<file path="config.mk">
export PLATFORM = sky130hd
export DESIGN_NAME = lrf_frame_sequencer
export DESIGN_NICKNAME = d
export VERILOG_FILES = /design/src/rtl/lrf_pkg.sv /design/src/rtl/lrf_valid_pipe.sv /design/src/rtl/lrf_frame_sequencer.sv
export SDC_FILE = /design/constraint.sdc
export NUM_CORES = 1
export LEC_CHECK = 0
export ABC_AREA = 1
export CAP_MARGIN = 40
export CORE_ASPECT_RATIO = 1.1
export CORE_UTILIZATION = 47
export CTS_CLUSTER_SIZE = 40
export DETAILED_ROUTE_END_ITERATION = 16
export GPL_TIMING_DRIVEN = 1
export PLACE_DENSITY = 0.75
export SYNTH_ARGS = -nofsm -noshare
export SYNTH_HDL_FRONTEND = slang
export SYNTH_HIERARCHICAL = 1
export SYNTH_SLANG_ARGS = --single-unit
</file>
<file path="constraint.sdc">
create_clock -name s_axis_aclk -period 1.4 [get_ports s_axis_aclk]
set_input_delay 0.35 -clock s_axis_aclk [delete_from_list [all_inputs] [get_ports s_axis_aclk]]
set_output_delay 0.35 -clock s_axis_aclk [all_outputs]
set_load 0.005 [all_outputs]
</file>
<file path="src/rtl/lrf_pkg.sv">
// Shared encodings and sizing helpers for the LRF frame sequencer.
package lrf_pkg;

    typedef enum logic [1:0] {
        ST_PRIME = 2'd0,
        ST_FILL  = 2'd1,
        ST_RUN   = 2'd2
    } lrf_state_e;

    typedef enum logic [1:0] {
        AVG_INIT    = 2'd0,
        AVG_SUB_REF = 2'd1,
        AVG_SUB_OLD = 2'd2
    } lrf_avg_mode_e;

    function automatic int beats_per_frame(input int image_dim, input int pixels_per_beat);
        return (image_dim * image_dim) / pixels_per_beat;
    endfunction

    // A zero-bit counter is not legal, so degenerate widths collapse to one bit.
    function automatic int cnt_width(input int n);
        return (n > 0) ? n : 1;
    endfunction

endpackage

</file>
<file path="src/rtl/lrf_valid_pipe.sv">
// Enable-gated {valid,last} delay line that mirrors the fixed datapath latency.
module lrf_valid_pipe #(
    parameter int DEPTH = 10
) (
    input  logic clk,
    input  logic clr,
    input  logic en,
    input  logic v_in,
    input  logic last_in,
    output logic v_out,
    output logic last_out
);

    logic [DEPTH-1:0] v_q;
    logic [DEPTH-1:0] v_d;
    logic [DEPTH-1:0] last_q;
    logic [DEPTH-1:0] last_d;

    // Shift by one stage on enabled cycles, otherwise hold every stage.
    always_comb begin
        v_d    = v_q;
        last_d = last_q;
        if (en) begin
            v_d[0]    = v_in;
            last_d[0] = last_in;
            for (int i = 1; i < DEPTH; i++) begin
                v_d[i]    = v_q[i-1];
                last_d[i] = last_q[i-1];
            end
        end else begin
            v_d    = v_q;
            last_d = last_q;
        end
    end

    // Stage registers with synchronous clear.
    always_ff @(posedge clk) begin
        if (clr) begin
            v_q    <= '0;
            last_q <= '0;
        end else begin
            v_q    <= v_d;
            last_q <= last_d;
        end
    end

    assign v_out    = v_q[DEPTH-1];
    assign last_out = last_q[DEPTH-1];

endmodule

</file>
<file path="src/rtl/lrf_frame_sequencer.sv">
// LRF fusion control: input handshake, beat/frame counting, warm-up FSM,
// datapath strobes and output valid tracking with back-pressure.
module lrf_frame_sequencer
    import lrf_pkg::*;
#(
    parameter  int PIXELS_PER_BEAT = 16,
    parameter  int IMAGE_DIM       = 512,
    parameter  int N_FUSE_COUNT    = 4,
    parameter  int OUT_DELAY       = 10,
    localparam int BEATS_PER_FRAME = beats_per_frame(IMAGE_DIM, PIXELS_PER_BEAT),
    localparam int N_BEATS         = $clog2(BEATS_PER_FRAME),
    localparam int FC_W            = cnt_width(N_FUSE_COUNT)
) (
    input  logic               s_axis_aclk,
    input  logic               s_axis_areset,
    input  logic               s_axis_tvalid,
    output logic               s_axis_tready,
    input  logic               s_axis_tlast,
    output logic               m_axis_tvalid,
    input  logic               m_axis_tready,
    output logic               m_axis_tlast,
    output logic               dp_en,
    output logic               dp_step,
    output logic [N_BEATS-1:0] dp_beat_addr,
    output logic [1:0]         dp_avg_mode,
    output logic               dp_fuse_init,
    output logic [FC_W-1:0]    frame_cnt,
    output logic [1:0]         state,
    output logic               err_tlast
);

    localparam int FUSE_COUNT = 1 << N_FUSE_COUNT;

    lrf_state_e       state_q, state_d;
    logic [N_BEATS-1:0] beat_cnt_q, beat_cnt_d;
    logic [FC_W-1:0]  frame_cnt_q, frame_cnt_d;
    logic             err_tlast_q, err_tlast_d;
    logic             stall_s;
    logic             last_beat_s;
    logic             pipe_v_in_s;
    logic             pipe_last_in_s;
    lrf_avg_mode_e    avg_mode_s;

    assign stall_s        = m_axis_tvalid & ~m_axis_tready;
    assign dp_en          = ~stall_s;
    assign s_axis_tready  = ~stall_s & ~s_axis_areset;
    assign dp_step        = s_axis_tvalid & s_axis_tready;
    assign last_beat_s    = (beat_cnt_q == N_BEATS'(BEATS_PER_FRAME - 1));
    assign pipe_v_in_s    = dp_step & (state_q == ST_RUN);
    assign pipe_last_in_s = pipe_v_in_s & last_beat_s;

    // Counters, framing check and warm-up FSM advance only on accepted beats.
    always_comb begin
        state_d     = state_q;
        beat_cnt_d  = beat_cnt_q;
        frame_cnt_d = frame_cnt_q;
        err_tlast_d = err_tlast_q;
        if (dp_step) begin
            if (s_axis_tlast != last_beat_s) begin
                err_tlast_d = 1'b1;
            end else begin
                err_tlast_d = err_tlast_q;
            end
            if (last_beat_s) begin
                beat_cnt_d = '0;
                if (FUSE_COUNT == 1) begin
                    frame_cnt_d = '0;
                end else begin
                    frame_cnt_d = frame_cnt_q + FC_W'(1);
                end
                case (state_q)
                    ST_PRIME: state_d = (FUSE_COUNT == 1) ? ST_RUN : ST_FILL;
                    ST_FILL: begin
                        if (frame_cnt_q == FC_W'(FUSE_COUNT - 1)) begin
                            state_d = ST_RUN;
                        end else begin
                            state_d = ST_FILL;
                        end
                    end
                    ST_RUN:   state_d = ST_RUN;
                    default:  state_d = ST_PRIME;
                endcase
            end else begin
                beat_cnt_d = beat_cnt_q + N_BEATS'(1);
            end
        end else begin
            state_d = state_q;
        end
    end

    // Average-update mode tracks the warm-up phase.
    always_comb begin
        avg_mode_s = AVG_INIT;
        case (state_q)
            ST_PRIME: avg_mode_s = AVG_INIT;
            ST_FILL:  avg_mode_s = AVG_SUB_REF;
            ST_RUN:   avg_mode_s = AVG_SUB_OLD;
            default:  avg_mode_s = AVG_INIT;
        endcase
    end

    // Control state registers; reset drops any partially received frame.
    always_ff @(posedge s_axis_aclk) begin
        if (s_axis_areset) begin
            state_q     <= ST_PRIME;
            beat_cnt_q  <= '0;
            frame_cnt_q <= '0;
            err_tlast_q <= 1'b0;
        end else begin
            state_q     <= state_d;
            beat_cnt_q  <= beat_cnt_d;
            frame_cnt_q <= frame_cnt_d;
            err_tlast_q <= err_tlast_d;
        end
    end

    lrf_valid_pipe #(
        .DEPTH (OUT_DELAY)
    ) u_valid_pipe (
        .clk      (s_axis_aclk),
        .clr      (s_axis_areset),
        .en       (dp_en),
        .v_in     (pipe_v_in_s),
        .last_in  (pipe_last_in_s),
        .v_out    (m_axis_tvalid),
        .last_out (m_axis_tlast)
    );

    assign dp_beat_addr = beat_cnt_q;
    assign dp_avg_mode  = avg_mode_s;
    assign dp_fuse_init = (state_q == ST_PRIME);
    assign frame_cnt    = frame_cnt_q;
    assign state        = state_q;
    assign err_tlast    = err_tlast_q;

endmodule

</file>
==> metrics.md <==
| Metric | Value |
|---|---|
| Final #Nets | 378 |
| Finished Core Util | 72.7% |
| Final Power | 2.41 mW |
| # setup viols final | 14 |
| Post-Syn Nets | 304 |
| Worst Skew | 0.00737 ns |
| Clock Pin Slew Worst Setup and Hold Paths | 0.08 ns |
| Setup ws final | -0.0960 ns |
| Layout cell share with drive strength beyond 1 | 31.5% |
| Row count | 24 |
| Initial Utilization | 49.7% |
| Final period util | 107% |
| Largest net degree at the start of global routing | 22 |
| H-tree depth | 2 |
| Worst-Skew Late Latency | 0.29 ns |
| Die area | 4520 um^2 |
| Sequential cell area | 850 um^2 |
| Layout Cells excl Fill | 424 |
| Min-delay worst type | flip-flop to flip-flop |
| Failing checks | setup timing |
| Critical path class | flip-flop to output pin |
| Maxcap violations | 0 |
| Worst hold slack | 0.471 ns |
| CTS tree | built |
| Total Routing Usage GR | 21.9% |
| Setup repair after global routing missed its margin | true |
| Routed via count | 2001 |
| Post-CTS Hold Fix Bufs | 0 |
| WL per Instance | 11.3 um |
| Total CTS buffers | 5 |
| Cells after Synth | 297 |
| Worst-Margin Slew | 0.304 ns |
| Register bit total from synthesis | 41 |
| Core area | 4020 um^2 |
| Clk sinks | 41 |
| Die W | 64.2 um |
| Synth Area per Inst | 6.73 um^2 |
| Placed Instances | 397 |
| Final Max Tran Viols | 0 |
| Tmin final | 1.50 ns |
| Via-per-instance ratio | 4.72 |
| DR iter-0 viols | 93 |
| DRC Markers | 0 |
| Status | complete, but fails checks |
| Diode count | 0 |
| Post-route cell area | 2920 um^2 |
| Overflow after GRT | 0 |
| CTS Buffer Depth | 2 |
| Endpoints failing hold | 0 |
| DR pass1 iterations | 5 |
| Vias in the first global route | 1834 |
| Setup TNS | -0.438 ns |
| Antenna violations before repair | 0 |
| Final wirelength | 4810 um |
| Post-DRT Antenna Nets | 0 |
| Maximum VDD drop | 0.000554 V |
| Yosys warns | 6 |
| # IOs | 34 |
| Crit path max fanout | 3 |
| F_max | 668 MHz |
| First-pass GRT wire length | 7630 um |
| Gpl congestion | 0.772 |
| Max-slew headroom | 79.7% |
| Static Leak | 1.52 nW |
| Placed cell area | 2490 um^2 |
| Sequential fraction of the synthesis area | 41.1% |
| # port buffers | 33 |
| Post-DP HPWL | 3030 um |
| Filler cell count | 327 |
| CP endpoint kind | output pin |
| Post-synthesis cell type count | 25 |
| Crit path required time | 1.05 ns |
| Crit path arrival time | 1.15 ns |
| Area occupied by multi-input gates | 1070 um^2 |
| Startpoint types | flip-flop |
| Power per cell area | 824 nW/um^2 |
| Die height | 70.4 um |
| Syn-to-layout area delta | 46.3% |
| Worst slack at placement | -0.565 ns |
| Synthesized area | 2000 um^2 |
| Root buf cell | clkbuf_8 |
-- power by group --
group	leakage [nW]	total (mW)	switching, mW	internal [mW]
Clock	0.0681	1.11	0.406	0.708
Sequential	0.341	1.17	0.00264	1.17
Combinational	1.11	0.126	0.0703	0.0554
Total	1.52	2.41	0.479	1.93
-- repair_timing --
action / 4_1_cts / 5_1_grt
buffers inserted: 15 / 5
cloned: 0 / 0
pin swaps: 5 / 9
endpoints found under the setup margin: 46 / 26
gates resized for setup: 80 / 40
-- routing by layer --
layer	wire length [um]	global-route usage (%)	part of all wire, %	vias to the layer above
li1	-	-	-	1030
met1	1910	24.2	40	919
met2	2650	39.8	55	45
met3	174	5.39	3.6	7
met4	64	8.40	1.3	0
met5	0	0	0	-
-- final timing paths --
| check | slack [ns] | depth (start not counted) | startpoint | end |
|---|---|---|---|---|
| worst max register to register | -0.06 | 12 | u_valid_pipe/v_q[9]$_SDFFE_PP0P_ | u_valid_pipe/last_q[0]$_SDFFE_PP0P_ |
| worst min register to register | 0.47 | 2 | u_valid_pipe/last_q[9]$_SDFFE_PP0P_ | u_valid_pipe/last_q[9]$_SDFFE_PP0P_ |
| worst max-delay path | -0.1 | 6 | u_valid_pipe/v_q[9]$_SDFFE_PP0P_ | dp_step |
| worst min-delay path | 0.47 | 2 | u_valid_pipe/last_q[9]$_SDFFE_PP0P_ | u_valid_pipe/last_q[9]$_SDFFE_PP0P_ |
-- cell families after synthesis --
group | share of synthesized area [%]
and+or+nand+nor | 38.8
buffers and inverters | 12.2
DFF | 41.1
AOI/OAI and AO/OA | 3.19
xor gates and xnor gates | 3.51
adders and majority gates | 1.25
-- synth_stat cells --
cell | count | area share (%)
a21oi_1 | 7 | 1.8
a21oi_2 | 1 | 0.44
buf_2 | 2 | 0.50
buf_6 | 5 | 2.8
clkinv_1 | 1 | 0.19
dfxtp_1 | 41 | 41
ha_1 | 2 | 1.3
inv_1 | 44 | 8.3
inv_6 | 1 | 0.44
nand2_1 | 79 | 15
nand2_2 | 1 | 0.31
nand2_4 | 1 | 0.56
nand3_1 | 17 | 4.3
nand3_2 | 1 | 0.50
nand3_4 | 1 | 0.88
nor2_1 | 72 | 14
nor2_2 | 2 | 0.63
nor2_4 | 2 | 1.1
nor2_8 | 1 | 1.0
nor3_1 | 3 | 0.75
nor3b_1 | 1 | 0.38
o21ai_0 | 2 | 0.50
o21ai_1 | 2 | 0.50
xnor2_1 | 5 | 2.2
xor2_1 | 3 | 1.3
-- worst max-delay path: stages (launching register included) --
cell and delay [ns]:
dfxtp_2 0.33, buf_6 0.11, nand2_4 0.06, buf_6 0.11
nand3_4 0.09, inv_4 0.08, buf_6 0.09
-- cell usage in the layout (no fill, tap or decap), types with 2 or more instances in the layout --
| cell | instances |
|---|---|
| clkbuf_8 | 5 |
| nor2_4 | 5 |
| a21oi_2 | 2 |
| buf_6 | 7 |
| inv_1 | 42 |
| xor2_1 | 2 |
| dlygate4sd2_1 | 25 |
| a21oi_1 | 6 |
| o21ai_2 | 2 |
| dfxtp_4 | 2 |
| dfxtp_1 | 22 |
| nor2_1 | 66 |
| bufinv_16 | 2 |
| buf_2 | 2 |
| nand3_1 | 14 |
| nand2_4 | 2 |
| nand3_2 | 4 |
| clkbuf_2 | 2 |
| buf_4 | 35 |
| inv_4 | 2 |
| xnor2_1 | 4 |
| nand2_2 | 11 |
| dfxtp_2 | 17 |
| nand2_1 | 67 |
| nor2_2 | 5 |
-- final cells by class --
cell class / instances / share of cell area [%]
clock buffer: 5 / 2.35
sequential: 41 / 29.1
multi-input combinational: 203 / 36.7
timing repair buffer: 74 / 21.2
inverter: 46 / 6.25
tap: 52 / 2.23
clock inverter: 3 / 2.23
-- registers in the layout (all words and copies together) (netlist names) --
register and count:
dp_beat_addr 14, u_valid_pipe/v_q 10, u_valid_pipe/last_q 10, state 2
err_tlast 1, frame_cnt 4
Note: power is estimated with default switching activity, not from simulation.
